File: config.mk
export PLATFORM = sky130hd
export DESIGN_NAME = mem_arbiter
export DESIGN_NICKNAME = d
export VERILOG_FILES = /design/src/rtl/mem_arbiter.sv
export SDC_FILE = /design/constraint.sdc
export NUM_CORES = 1
export LEC_CHECK = 0
export CAP_MARGIN = 10
export CELL_PAD_IN_SITES_DETAIL_PLACEMENT = 1
export CELL_PAD_IN_SITES_GLOBAL_PLACEMENT = 1
export CORE_MARGIN = 3
export CORE_UTILIZATION = 28
export DETAILED_ROUTE_END_ITERATION = 8
export GPL_ROUTABILITY_DRIVEN = 0
export HOLD_SLACK_MARGIN = 0.1
export PLACE_DENSITY_LB_ADDON = 0.1
export SYNTH_ARGS = -nofsm -noshare
export SYNTH_HDL_FRONTEND = slang
export SYNTH_SLANG_ARGS = --single-unit
File: constraint.sdc
create_clock -name clk -period 2.3 [get_ports clk]
set_clock_uncertainty 0.15 [all_clocks]
set_input_delay 0.23 -clock clk [delete_from_list [all_inputs] [get_ports clk]]
set_output_delay 0.23 -clock clk [all_outputs]
set_load 0.02 [all_outputs]
File: src/rtl/mem_arbiter.sv
// mem_arbiter
//
// Round-robin arbiter that shares one single-ported memory between three
// requesters: instruction fetch (port 0), data load/store (port 1) and the
// debug/loader port (port 2). A granted access is held on the memory bus
// for WAIT_CYCLES+1 cycles. Read data is captured on the last of those
// cycles. Completion is signalled with a one-cycle acknowledge.
//
// Parameters
//   AW           address width
//   DW           data width
//   WAIT_CYCLES  memory wait states per access (0 is legal)
//
// Ports
//   clk                  clock, all logic on the rising edge
//   reset                asynchronous active-low reset (0 = reset)
//   req[2:0]             per-port request, held high until ack
//   we[2:0]              per-port write enable, valid while req is high
//   addr0..addr2         per-port address
//   wdata0..wdata2       per-port write data
//   ack[2:0]             one-hot, one-cycle completion pulse
//   gnt[2:0]             one-hot grant, high from the first ACCESS cycle through DONE
//   rdata                read data of the last completed read, held afterwards
//   mem_cs/mem_we        memory select / write strobe
//   mem_addr/mem_wdata   memory address / write data
//   mem_rdata            memory read data, valid on the last ACCESS cycle

module mem_arbiter #(
    parameter int AW          = 8,
    parameter int DW          = 16,
    parameter int WAIT_CYCLES = 2
) (
    input  logic          clk,
    input  logic          reset,
    input  logic [2:0]    req,
    input  logic [2:0]    we,
    input  logic [AW-1:0] addr0,
    input  logic [AW-1:0] addr1,
    input  logic [AW-1:0] addr2,
    input  logic [DW-1:0] wdata0,
    input  logic [DW-1:0] wdata1,
    input  logic [DW-1:0] wdata2,
    output logic [2:0]    ack,
    output logic [2:0]    gnt,
    output logic [DW-1:0] rdata,
    output logic          mem_cs,
    output logic          mem_we,
    output logic [AW-1:0] mem_addr,
    output logic [DW-1:0] mem_wdata,
    input  logic [DW-1:0] mem_rdata
);

    // The counter must hold WAIT_CYCLES. With zero wait states, keep a 1-bit counter.
    localparam int CW = (WAIT_CYCLES > 0) ? $clog2(WAIT_CYCLES + 1) : 1;

    typedef enum logic [1:0] {
        IDLE   = 2'd0,
        ACCESS = 2'd1,
        DONE   = 2'd2
    } state_t;

    state_t        state, state_n;
    logic [CW-1:0] cnt, cnt_n;
    logic [1:0]    last_gnt, last_gnt_n;
    logic [1:0]    win, win_n;
    logic [1:0]    pick;
    logic [2:0]    ack_n, gnt_n;
    logic [DW-1:0] rdata_n;
    logic          mem_cs_n, mem_we_n;
    logic [AW-1:0] mem_addr_n;
    logic [DW-1:0] mem_wdata_n;

    // Search starts at the port after the last one served and wraps 0->1->2->0.
    // The result is only meaningful when at least one request is present.
    function automatic logic [1:0] rr_pick(input logic [2:0] r, input logic [1:0] last);
        logic [1:0] p;
        p = 2'd0;
        case (last)
            2'd0: begin
                if (r[1])      p = 2'd1;
                else if (r[2]) p = 2'd2;
                else           p = 2'd0;
            end
            2'd1: begin
                if (r[2])      p = 2'd2;
                else if (r[0]) p = 2'd0;
                else           p = 2'd1;
            end
            default: begin
                if (r[0])      p = 2'd0;
                else if (r[1]) p = 2'd1;
                else           p = 2'd2;
            end
        endcase
        return p;
    endfunction

    always_ff @(posedge clk or negedge reset) begin
        if (!reset) begin
            state     <= IDLE;
            cnt       <= '0;
            last_gnt  <= 2'd2;
            win       <= 2'd0;
            ack       <= '0;
            gnt       <= '0;
            rdata     <= '0;
            mem_cs    <= 1'b0;
            mem_we    <= 1'b0;
            mem_addr  <= '0;
            mem_wdata <= '0;
        end else begin
            state     <= state_n;
            cnt       <= cnt_n;
            last_gnt  <= last_gnt_n;
            win       <= win_n;
            ack       <= ack_n;
            gnt       <= gnt_n;
            rdata     <= rdata_n;
            mem_cs    <= mem_cs_n;
            mem_we    <= mem_we_n;
            mem_addr  <= mem_addr_n;
            mem_wdata <= mem_wdata_n;
        end
    end

    // Every output is a register. This block only computes the values
    // loaded on the next edge. Port inputs are looked at only in IDLE.
    // After the grant, the latched copies drive the memory bus, so a
    // requester that drops req mid-access cannot disturb it.
    always_comb begin
        state_n     = state;
        cnt_n       = cnt;
        last_gnt_n  = last_gnt;
        win_n       = win;
        ack_n       = ack;
        gnt_n       = gnt;
        rdata_n     = rdata;
        mem_cs_n    = mem_cs;
        mem_we_n    = mem_we;
        mem_addr_n  = mem_addr;
        mem_wdata_n = mem_wdata;
        pick        = rr_pick(req, last_gnt);

        case (state)
            IDLE: begin
                if (|req) begin
                    win_n    = pick;
                    gnt_n    = 3'b001 << pick;
                    mem_cs_n = 1'b1;
                    mem_we_n = we[pick];
                    cnt_n    = CW'(WAIT_CYCLES);
                    state_n  = ACCESS;
                    case (pick)
                        2'd0: begin
                            mem_addr_n  = addr0;
                            mem_wdata_n = wdata0;
                        end
                        2'd1: begin
                            mem_addr_n  = addr1;
                            mem_wdata_n = wdata1;
                        end
                        default: begin
                            mem_addr_n  = addr2;
                            mem_wdata_n = wdata2;
                        end
                    endcase
                end else begin
                    mem_cs_n = 1'b0;
                end
            end

            ACCESS: begin
                if (cnt == '0) begin
                    if (!mem_we) begin
                        rdata_n = mem_rdata;
                    end
                    mem_cs_n   = 1'b0;
                    mem_we_n   = 1'b0;
                    ack_n      = 3'b001 << win;
                    last_gnt_n = win;
                    state_n    = DONE;
                end else begin
                    cnt_n = cnt - CW'(1);
                end
            end

            DONE: begin
                ack_n   = '0;
                gnt_n   = '0;
                state_n = IDLE;
            end

            default: begin
                state_n = IDLE;
            end
        endcase
    end

endmodule

==> flow_summary.toml <==
[timing]
worst_pin_slew_ns = 0.354
setup_tns_ns = 0
rsz0062_at_grt = "no"
finalCriticalPeriod_ns = 1.97
slew_violations = 0
clock.fmax_ghz = 0.507
hold_viol = 0
min_period_over_period_pct = 85.8
setup_viol = 0
slew_headroom_pct = 76.4

[logic_synthesis]
synthArstFlopShare_pct = 100
ys.warnings.count = 0
yosysTopAreaCell = "dfrtp_1"
syn_avg_cell_area_um2 = 9.98
seq_area_frac_synth_pct = 52.1
synth_nets = 367
yosysUniqueCellTypes = 38
synth-edff-count = 0
yosys_register_bits = 56
synthCells = 270
netlist_area_um2 = 2690
synthTopCellsByArea = "dfrtp_1 (51%), mux2_2 (7.1%), a31oi_1 (5.6%), o21ai_0 (5.6%), a21oi_1 (5.4%)"
synth-main-ff-cell = "dfrtp_1"
yosysTopAreaCellShare_pct = 51.1

[setup_path]
crit_chain = "inv_1 -> ha_1 -> nand3b_1 -> nor2_2 -> buf_4 -> mux2_2"
critPathTopFamily = "flip-flops"
cp.required_ns = 2.34
arrival_ns = 2.01
cp.buffers_inverters = 2
critPathSlowestCell = "dfrtp_1"
worst_setup_path_start_kind = "flip-flop"
ff2ff_setup_slack_ns = 0.33
endpoint_kind = "flip-flop"
slowest_delay_ns = 0.40
crit_type = "reg2reg"
cp_max_fo = 16

[global_routing]
track_usage_pct = 16.6
grt_pass1_wl_mm = 14.8
antenna_found_initial = 0
grt_pass1_vias = 2875
gr-total-overflow = 0
grt_max_degree = 57

[clocking]
cts_inserted_buffers = 5
clk_path_buf_depth = 2
cts_resized = 0
cts.sink_count = 56
cts_root_buffer = "clkbuf_8"
cts_tree = "yes"
htreeDepth = 2
clk_pin_slew_worst_paths_ns = 0.10
clk_latency_ns = 0.30

[status]
status = "finished, final reports clean"

[finish]
area_delta_synth_final_pct = 63.6
layout_common_cells = "clkdlybuf4s50_1 (142), dfrtp_1 (55), nand2_1 (33)"
final_cells = 549
layout-drive-gt1-share_pct = 12.1
diodes = 0
final_net_count = 516
fill_cells = 1093
final_common_cell = "clkdlybuf4s50_1"

[flow_run]
maxCapViolCount = 0

[route]
dr.pass1.iters = 4
initialDrtViolationCount = 63
drcViolationCount = 0
drt-total-wl_mm = 8.92
wire_per_inst_um = 16.2
dr_total_vias = 2655
ant_nets = 0
drt-vias-per-instance = 4.84

[die]
io_pins = 144
row_count = 35
die_area_um2 = 10800
placeableCoreArea_um2 = 9280
initial_core_util_pct = 29.0
die_w_um = 104
die_y_um = 104

[pwr]
p_comb_share_pct = 58.3
clkPwrFrac_pct = 10.0
switching_share_pct = 41.6
p_int_mw = 3.31
leakage_nw = 1.75
ir_drop_uv = 352
p_switching_mw = 2.36
power_density_nw_per_um2 = 1290
seqPwrFrac_pct = 31.7

[placement]
io_buffer_count = 143
dp_cells = 540
place_hpwl_mm = 6.73

[min_path]
worst_hold_path_type = "in2async"
==> power groups by stage <==
stage | clock network [mW] | logic, mW | registers [mW]
final | 0.568 | 3.31 | 1.80
after floorplan | 0 | 1.41 | 2.28
after detailed placement | 0 | 3.36 | 1.83
after global placement | 0 | 3.29 | 1.79
after CTS | 0.590 | 3.37 | 1.81
after global routing | 0.628 | 3.61 | 1.88
==> synth_stat cells (all sizes together) (2+ instances only) <==
master  instances
or3b            2
a21oi          29
nand2          33
nand3           4
mux2           17
o31ai           2
nor2           27
a22o            3
dfrtp          55
buf            10
inv             5
o21ai          33
a31oi          24
nand2b          3
clkbuf          6
nand3b          3
==> path summary, 6_finish.rpt <==
| check | end | start | cells past startpoint |
|---|---|---|---|
| min reg2reg | cnt[0] | cnt[0] | 1 |
| min | ack[0] | reset | 3 |
| max reg2reg | rdata[12] | cnt[0] | 6 |
| max | rdata[12] | cnt[0] | 6 |
| max in group asynchronous | last_gnt[1] | reset | 3 |
| min in group clk | mem_addr[2] | addr1[2] | 3 |
==> logic make-up after synthesis <==
logic type	Yosys count	synth area share, %
mux	17	7.11
simple gates	76	13.3
fa+ha+maj	1	0.464
buf+inv	22	5.16
compound gates	98	21.9
flops	56	52.1
==> stage by stage <==
stage | power (mW) | hold slack, ns | cell area [um^2] | worst slack (ns) | util [%]
after floorplan | 3.69 | -0.216 | 2690 | 0.399 | -
after global placement | 5.08 | 0.115 | 4300 | 0.290 | 46.4
after detailed placement | 5.19 | 0.109 | 4300 | 0.211 | 46.4
after CTS | 5.77 | 0.312 | 4410 | 0.286 | 47.5
after global routing | 6.12 | 0.335 | 4410 | 0.160 | 47.5
final | 5.67 | 0.301 | 4410 | 0.327 | 47.5
==> area by class of cell <==
type / instances / area (um^2) / area share (%)
Clock buffer: 7 / 86.3 / 1.96
Clock inverter: 1 / 7.51 / 0.170
Inverter: 5 / 18.8 / 0.426
Multi-Input combinational cell: 192 / 1170 / 26.5
Sequential cell: 56 / 1400 / 31.8
Tap cell: 129 / 161 / 3.66
Timing Repair Buffer: 159 / 1560 / 35.4
==> layer usage <==
layer	global-route usage (%)	vias to the layer above	share of wire, %
met5	0	-	0
met4	3.42	0	0.98
met3	5.40	6	7.9
met2	28.6	100	49
met1	20.4	1290	42
li1	-	1259	-
==> registers in the layout (all words and copies together), names as in the netlist <==
signal,count
ack,3
cnt,2
gnt,3
last_gnt,2
mem_addr,8
mem_cs,1
mem_wdata,16
mem_we,1
rdata,16
state,2
win,2
==> tightest hold or removal path: stages <==
cell and delay [ns]:
dlygate4sd3_1 0.52, buf_2 0.12, buf_12 0.28
==> what timing repair did <==
item                                   in CTS  in global routing
endpoints found under the hold margin      56                  0
setup buffers                               0                  0
hold buffers                                1                  0
Power figures use the tool's default switching activity.
